<file path="config.mk">
export PLATFORM = sky130hd
export DESIGN_NAME = pipe_skid_stage_flat
export DESIGN_NICKNAME = d
export VERILOG_FILES = /design/src/rtl/pipe_pkg.sv /design/src/rtl/pipe_skid_stage_if.sv /design/src/rtl/pipe_skid_stage_entry_reg.sv /design/src/rtl/pipe_skid_stage.sv /design/src/flat_wrapper.sv
export SDC_FILE = /design/constraint.sdc
export NUM_CORES = 1
export LEC_CHECK = 0
export CAP_MARGIN = 20
export CELL_PAD_IN_SITES_DETAIL_PLACEMENT = 1
export CELL_PAD_IN_SITES_GLOBAL_PLACEMENT = 1
export CORE_MARGIN = 10
export CORE_UTILIZATION = 37
export DETAILED_ROUTE_END_ITERATION = 6
export PLACE_DENSITY_LB_ADDON = 0.1
export SETUP_SLACK_MARGIN = 0.02
export SYNTH_ARGS = -nofsm -noshare
export SYNTH_HDL_FRONTEND = slang
export SYNTH_SLANG_ARGS = --single-unit
</file>
<file path="constraint.sdc">
create_clock -name clk -period 2.1 [get_ports clk]
set_input_delay 0.42 -clock clk [delete_from_list [all_inputs] [get_ports clk]]
set_output_delay 0.42 -clock clk [all_outputs]
set_load 0.01 [all_outputs]
</file>
<file path="src/rtl/pipe_pkg.sv">
// Shared definitions for the pipeline stage register: default widths,
// the bubble control value and a small occupancy helper.
package pipe_pkg;

  localparam int DEF_DATA_W = 64;
  localparam int DEF_CTRL_W = 12;
  localparam int DEF_CNT_W  = 16;

  // Control vector carried by a bubble: no RegWrite, MemWrite, HLT, ...
  localparam logic [DEF_CTRL_W-1:0] CTRL_NOP = '0;

  // One held entry at the default widths.
  typedef struct packed {
    logic                  valid;
    logic [DEF_DATA_W-1:0] data;
    logic [DEF_CTRL_W-1:0] ctrl;
  } pipe_entry_t;

  // Number of valid entries among main and skid.
  function automatic logic [1:0] count_valid(input logic main_valid, input logic skid_valid);
    return {1'b0, main_valid} + {1'b0, skid_valid};
  endfunction

endpackage

</file>
<file path="src/rtl/pipe_skid_stage_if.sv">
// Valid/ready handshake bundle carrying a payload and a control vector.
interface pipe_skid_stage_if #(
  parameter int DATA_W = pipe_pkg::DEF_DATA_W,
  parameter int CTRL_W = pipe_pkg::DEF_CTRL_W
) ();

  logic              valid;
  logic              ready;
  logic [DATA_W-1:0] data;
  logic [CTRL_W-1:0] ctrl;

  modport master (output valid, output data, output ctrl, input ready);
  modport slave  (input valid, input data, input ctrl, output ready);

endinterface

</file>
<file path="src/rtl/pipe_skid_stage_entry_reg.sv">
// A single {valid, data, ctrl} holding register with write enable and a
// synchronous clear that drops the entry and zeroes its control vector.
module pipe_entry_reg
  import pipe_pkg::*;
#(
  parameter int DATA_W = DEF_DATA_W,
  parameter int CTRL_W = DEF_CTRL_W
) (
  input  logic              clk,
  input  logic              rst,
  input  logic              wen,
  input  logic              clr,
  input  logic              d_valid,
  input  logic [DATA_W-1:0] d_data,
  input  logic [CTRL_W-1:0] d_ctrl,
  output logic              q_valid,
  output logic [DATA_W-1:0] q_data,
  output logic [CTRL_W-1:0] q_ctrl
);

  // Reset wipes everything, clear drops the entry, otherwise load on wen.
  always_ff @(posedge clk) begin
    if (rst) begin
      q_valid <= 1'b0;
      q_data  <= '0;
      q_ctrl  <= '0;
    end else if (clr) begin
      q_valid <= 1'b0;
      q_ctrl  <= CTRL_W'(CTRL_NOP);
    end else if (wen) begin
      q_valid <= d_valid;
      q_data  <= d_data;
      q_ctrl  <= d_ctrl;
    end
  end

endmodule

</file>
<file path="src/rtl/pipe_skid_stage.sv">
// Pipeline stage register with a 2-entry skid buffer so that the upstream
// ready is a flop output. Bubbles always present an all-zero control vector,
// flush squashes everything held, and a saturating counter tracks cycles in
// which the downstream was ready but starved.
module pipe_skid_stage
  import pipe_pkg::*;
#(
  parameter int DATA_W = DEF_DATA_W,
  parameter int CTRL_W = DEF_CTRL_W,
  parameter int CNT_W  = DEF_CNT_W
) (
  input  logic                 clk,
  input  logic                 rst,
  input  logic                 flush,
  pipe_skid_stage_if.slave     up,
  pipe_skid_stage_if.master    dn,
  output logic [1:0]           occupancy,
  output logic [CNT_W-1:0]     bubble_cnt
);

  logic              main_v, skid_v;
  logic [DATA_W-1:0] main_d, skid_d;
  logic [CTRL_W-1:0] main_c, skid_c;

  logic              accept, emit;
  logic              main_wen, skid_wen, skid_clr;
  logic              main_nv;
  logic [DATA_W-1:0] main_nd;
  logic [CTRL_W-1:0] main_nc;

  // Handshake and steering: main refills from skid when skid holds an entry,
  // otherwise from upstream; an arrival that cannot reach main parks in skid.
  always_comb begin
    accept   = up.valid & ~skid_v;
    emit     = main_v & dn.ready;
    main_wen = emit | (accept & ~main_v);
    skid_wen = accept & main_v & ~emit;
    skid_clr = flush | (emit & skid_v);
    main_nv  = accept;
    main_nd  = up.data;
    main_nc  = accept ? up.ctrl : '0;
    if (skid_v) begin
      main_nv = 1'b1;
      main_nd = skid_d;
      main_nc = skid_c;
    end
  end

  pipe_entry_reg #(.DATA_W(DATA_W), .CTRL_W(CTRL_W)) u_main (
    .clk     (clk),
    .rst     (rst),
    .wen     (main_wen),
    .clr     (flush),
    .d_valid (main_nv),
    .d_data  (main_nd),
    .d_ctrl  (main_nc),
    .q_valid (main_v),
    .q_data  (main_d),
    .q_ctrl  (main_c)
  );

  pipe_entry_reg #(.DATA_W(DATA_W), .CTRL_W(CTRL_W)) u_skid (
    .clk     (clk),
    .rst     (rst),
    .wen     (skid_wen),
    .clr     (skid_clr),
    .d_valid (1'b1),
    .d_data  (up.data),
    .d_ctrl  (up.ctrl),
    .q_valid (skid_v),
    .q_data  (skid_d),
    .q_ctrl  (skid_c)
  );

  assign up.ready  = ~skid_v;
  assign dn.valid  = main_v;
  assign dn.data   = main_d;
  assign dn.ctrl   = main_v ? main_c : '0;
  assign occupancy = count_valid(main_v, skid_v);

  // Count starved-downstream cycles, holding at the maximum; only reset clears it.
  always_ff @(posedge clk) begin
    if (rst) begin
      bubble_cnt <= '0;
    end else if (dn.ready && !main_v && (bubble_cnt != '1)) begin
      bubble_cnt <= bubble_cnt + CNT_W'(1);
    end
  end

endmodule

</file>
<file path="src/flat_wrapper.sv">
// flat-port wrapper written by rule: the top's interface ports become plain ports
module pipe_skid_stage_flat import pipe_pkg::*;
#(
  parameter int DATA_W = DEF_DATA_W,
  parameter int CTRL_W = DEF_CTRL_W,
  parameter int CNT_W  = DEF_CNT_W
)
  (clk, rst, flush, occupancy, bubble_cnt, up_valid, up_data, up_ctrl, up_ready, dn_valid, dn_data, dn_ctrl, dn_ready);
  pipe_skid_stage_if #(.DATA_W(DATA_W), .CTRL_W(CTRL_W)) up_i ();
  pipe_skid_stage_if #(.DATA_W(DATA_W), .CTRL_W(CTRL_W)) dn_i ();
  input  logic clk;
  input  logic rst;
  input  logic flush;
  output logic [1:0] occupancy;
  output logic [CNT_W-1:0] bubble_cnt;
  input wire logic [$bits(up_i.valid)-1:0] up_valid;
  input wire logic [$bits(up_i.data)-1:0] up_data;
  input wire logic [$bits(up_i.ctrl)-1:0] up_ctrl;
  output wire logic [$bits(up_i.ready)-1:0] up_ready;
  output wire logic [$bits(dn_i.valid)-1:0] dn_valid;
  output wire logic [$bits(dn_i.data)-1:0] dn_data;
  output wire logic [$bits(dn_i.ctrl)-1:0] dn_ctrl;
  input wire logic [$bits(dn_i.ready)-1:0] dn_ready;
  assign up_i.valid = up_valid;
  assign up_i.data = up_data;
  assign up_i.ctrl = up_ctrl;
  assign up_ready = up_i.ready;
  assign dn_valid = dn_i.valid;
  assign dn_data = dn_i.data;
  assign dn_ctrl = dn_i.ctrl;
  assign dn_i.ready = dn_ready;
  pipe_skid_stage #(.DATA_W(DATA_W), .CTRL_W(CTRL_W), .CNT_W(CNT_W)) u_core (.clk(clk), .rst(rst), .flush(flush), .up(up_i), .dn(dn_i), .occupancy(occupancy), .bubble_cnt(bubble_cnt));
endmodule
</file>
==> results <==
worst max-delay path: cells and delay by family, from the launching register on:
kind	cells	cell delay, ns
flops	1	0.38
buf+inv	2	0.65
simple gates	1	0.11
state kept, by name, indices dropped and copies added, names as in the netlist:
signal / cells
u_core.u_main.q_ctrl: 12
u_core.u_skid.q_ctrl: 12
u_core.u_main.q_valid: 1
u_core.u_main.q_data: 64
u_core.bubble_cnt: 16
u_core.u_skid.q_valid: 1
u_core.u_skid.q_data: 64
power breakdown:
| group | internal (uW) | leakage (uW) | switching (uW) |
|---|---|---|---|
| registers | 3340 | 0.00139 | 73.8 |
| clock network | 1540 | 0.000257 | 1380 |
| logic | 512 | 0.00187 | 456 |
kinds of logic after synthesis:
logic type | Yosys count
AOI/OAI and AO/OA | 193
adders and majority gates | 2
buffers and inverters | 70
DFF | 170
muxes | 69
and+or+nand+nor | 320
final cells by class:
| type | instances | area (sq um) |
|---|---|---|
| clock buffer | 19 | 433 |
| clock inverter | 13 | 109 |
| fill | 2279 | 9370 |
| inverter | 5 | 18.8 |
| multi-input combinational | 584 | 3630 |
| sequential | 170 | 3410 |
| tap | 265 | 332 |
| timing repair buffer | 214 | 2220 |
timing repair:
item / CTS / global route
pin swaps: 0 / 0
gates resized for setup: 3 / 10
buffers inserted: 1 / 1
endpoints found under the setup margin: 15 / 13
through the flow:
| step | cells | cell area, sq um | worst slack (ns) | util |
|---|---|---|---|---|
| floorplan | 824 | 7390 | 0.471 | - |
| finish | 1270 | 10200 | 0.122 | 0.520 |
| CTS | 1269 | 10100 | 0.0366 | 0.519 |
| global placement | 1236 | 9570 | -0.192 | 0.490 |
| detailed placement | 1236 | 9570 | -0.231 | 0.490 |
| global route | 1270 | 10200 | 0.0563 | 0.520 |
Yosys cell counts, types with 2 or more instances:
cell        n
nand2_1   164
clkbuf_1   32
buf_2      19
nand3_1     4
mux2i_1    64
a21oi_1   101
mux2_2      5
o31ai_1     2
or4b_1      2
nand2b_1    2
a211oi_2   56
o41ai_1     2
a211oi_1   22
buf_4       5
buf_6       8
nand4_1     5
nor2_1     84
nor4_1      4
dfxtp_1   170
and4_1      4
o21ai_0     5
or2_2       2
and3_1     12
ha_1        2
nor2b_1     5
or4_1       3
nor3_1      4
or3_1       3
inv_1       5
and2_1     13
routing by layer:
| metal | up-vias | part of all wire |
|---|---|---|
| met5 | - | 0.00060 |
| met4 | 2 | 0.012 |
| met3 | 15 | 0.056 |
| met2 | 114 | 0.46 |
| met1 | 3004 | 0.47 |
| li1 | 3202 | - |
final timing paths:
check	cells past startpoint	start	slack [ns]	endpoint
worst min register to register	2	u_core.u_skid.q_data[36]$_SDFFE_PP0P_	0.45	u_core.u_skid.q_data[36]$_SDFFE_PP0P_
worst max-delay path	3	u_core.u_main.q_valid$_SDFFE_PP0P_	0.12	dn_ctrl[10]
worst max register to register	7	u_core.u_main.q_valid$_SDFFE_PP0P_	0.19	u_core.u_main.q_data[5]$_SDFFE_PP0P_
worst min-delay path	2	rst	0.35	u_core.u_skid.q_data[2]$_SDFFE_PP0P_
==> results.sh <==
export IMPL_outcome="finished, final reports clean"
export IMPL_slew_headroom=0.540
export IMPL_viasPerCell=4.99
export IMPL_avgSynthCellArea_sq_um=8.96
export IMPL_grt_total_usage=0.162
export IMPL_synth_simple_area_share=0.193
export IMPL_cts_root_buf="clkbuf_16"
export IMPL_core_area_sq_mm=0.0195
export IMPL_cts_tree="built"
export IMPL_dpl_hpwl_microns=15200
export IMPL_port_buffers=176
export IMPL_start_util=0.378
export IMPL_antenna_found_initial=1
export IMPL_clk_path_buf_depth=2
export IMPL_crit_path_end_kind="primary output"
export IMPL_setup_viol=0
export IMPL_vdd_ir_drop_max_v=0.000529
export IMPL_synth_mux_area_frac=0.0943
export IMPL_gr_usage_met2=0.263
export IMPL_synth_top_area_frac=0.461
export IMPL_synth_compound_area_share=0.200
export IMPL_synthAdderAreaFrac=0.00339
export IMPL_grt_pass1_wl_microns=34900
export IMPL_layout_commonest_cell="dfxtp_1"
export IMPL_yosysUniqueCellTypes=45
export IMPL_path_clk_slew_ns=0.07
export IMPL_boundaryPins=177
export IMPL_met1_usage=0.203
export IMPL_synth_area_top_cells="dfxtp_1, a211oi_2, mux2i_1"
export IMPL_cp_arrival_ns=1.56
export IMPL_die_w_microns=161
export IMPL_htreeDepth=4
export IMPL_finalClockSkew_ns=0.00840
export IMPL_nets=1075
export IMPL_synthesis_nets=907
export IMPL_ys_flop_type="dfxtp_1"
export IMPL_fmaxAchievable_ghz=0.506
export IMPL_total_power_uw=7310
export IMPL_grt_setup_unrepaired="no"
export IMPL_drt_wirelength_per_cell_microns=17.0
export IMPL_ys_ff_latch=170
export IMPL_grt_busiest_layer="met2"
export IMPL_syn2layout_area_growth_pct=37.5
export IMPL_period_share=0.942
export IMPL_p_leak_uw=0.00352
export IMPL_num_antenna_cells=0
export IMPL_cts_hold_buffers_added=0
export IMPL_drt_iter0_drc=231
export IMPL_drtPass1Iterations=4
export IMPL_place_congestion=0.741
export IMPL_clk_latency_ns=0.42
export IMPL_max_stage_delay_ns=0.53
export IMPL_vias=6337
export IMPL_cp_max_fo=13
export IMPL_die_h_microns=161
export IMPL_grtUsageMet3=0.0529
export IMPL_finalHoldViolCount=0
export IMPL_overflow=0
export IMPL_synth_edf_count=0
export IMPL_synthXorXnorAreaFrac=0
export IMPL_clock_sink_count=170
export IMPL_ys_async_sr_fraction=0
export IMPL_drc=0
export IMPL_power_density_mw_per_mm2=720
export IMPL_crit_slowest_cell="clkdlybuf4s50_1"
export IMPL_seq_area_frac_synth=0.461
export IMPL_yosysWarnings=0
export IMPL_cp_required_ns=1.68
export IMPL_synth_top_family_by_area="compound AO/OA/AOI/OAI gates"
export IMPL_wirelength_microns=21600
export IMPL_cp_start_kind="flop"
export IMPL_fp_row_count=51
export IMPL_path_cells="buf_12, and2_1, clkdlybuf4s50_1"
export IMPL_synth_area_sq_mm=0.00739
export IMPL_synth_top_area_cell="dfxtp_1"
export IMPL_tightest_slew_ns=0.690
export IMPL_drive_above_1_share=0.140
export IMPL_whs_ns=0.347
export IMPL_netlist_instances=824
export IMPL_final_cell_mix="dfxtp_1, nand2_1, clkdlybuf4s50_1"
export IMPL_slew_violations=0
export IMPL_drv_cap=0
export IMPL_setup_tns_ns=0
export IMPL_antenna_left=0
export IMPL_cts_buffers=17
export IMPL_holdCritPathClass="primary input to flop"
export IMPL_grt_max_degree=70
export IMPL_critPathKind="flop to primary output"
export IMPL_grt_pass1_vias=6527
export IMPL_die_area_sq_mm=0.0260
export IMPL_fin_crit_ns=1.98
No activity file was read; power rests on OpenSTA's default activity.
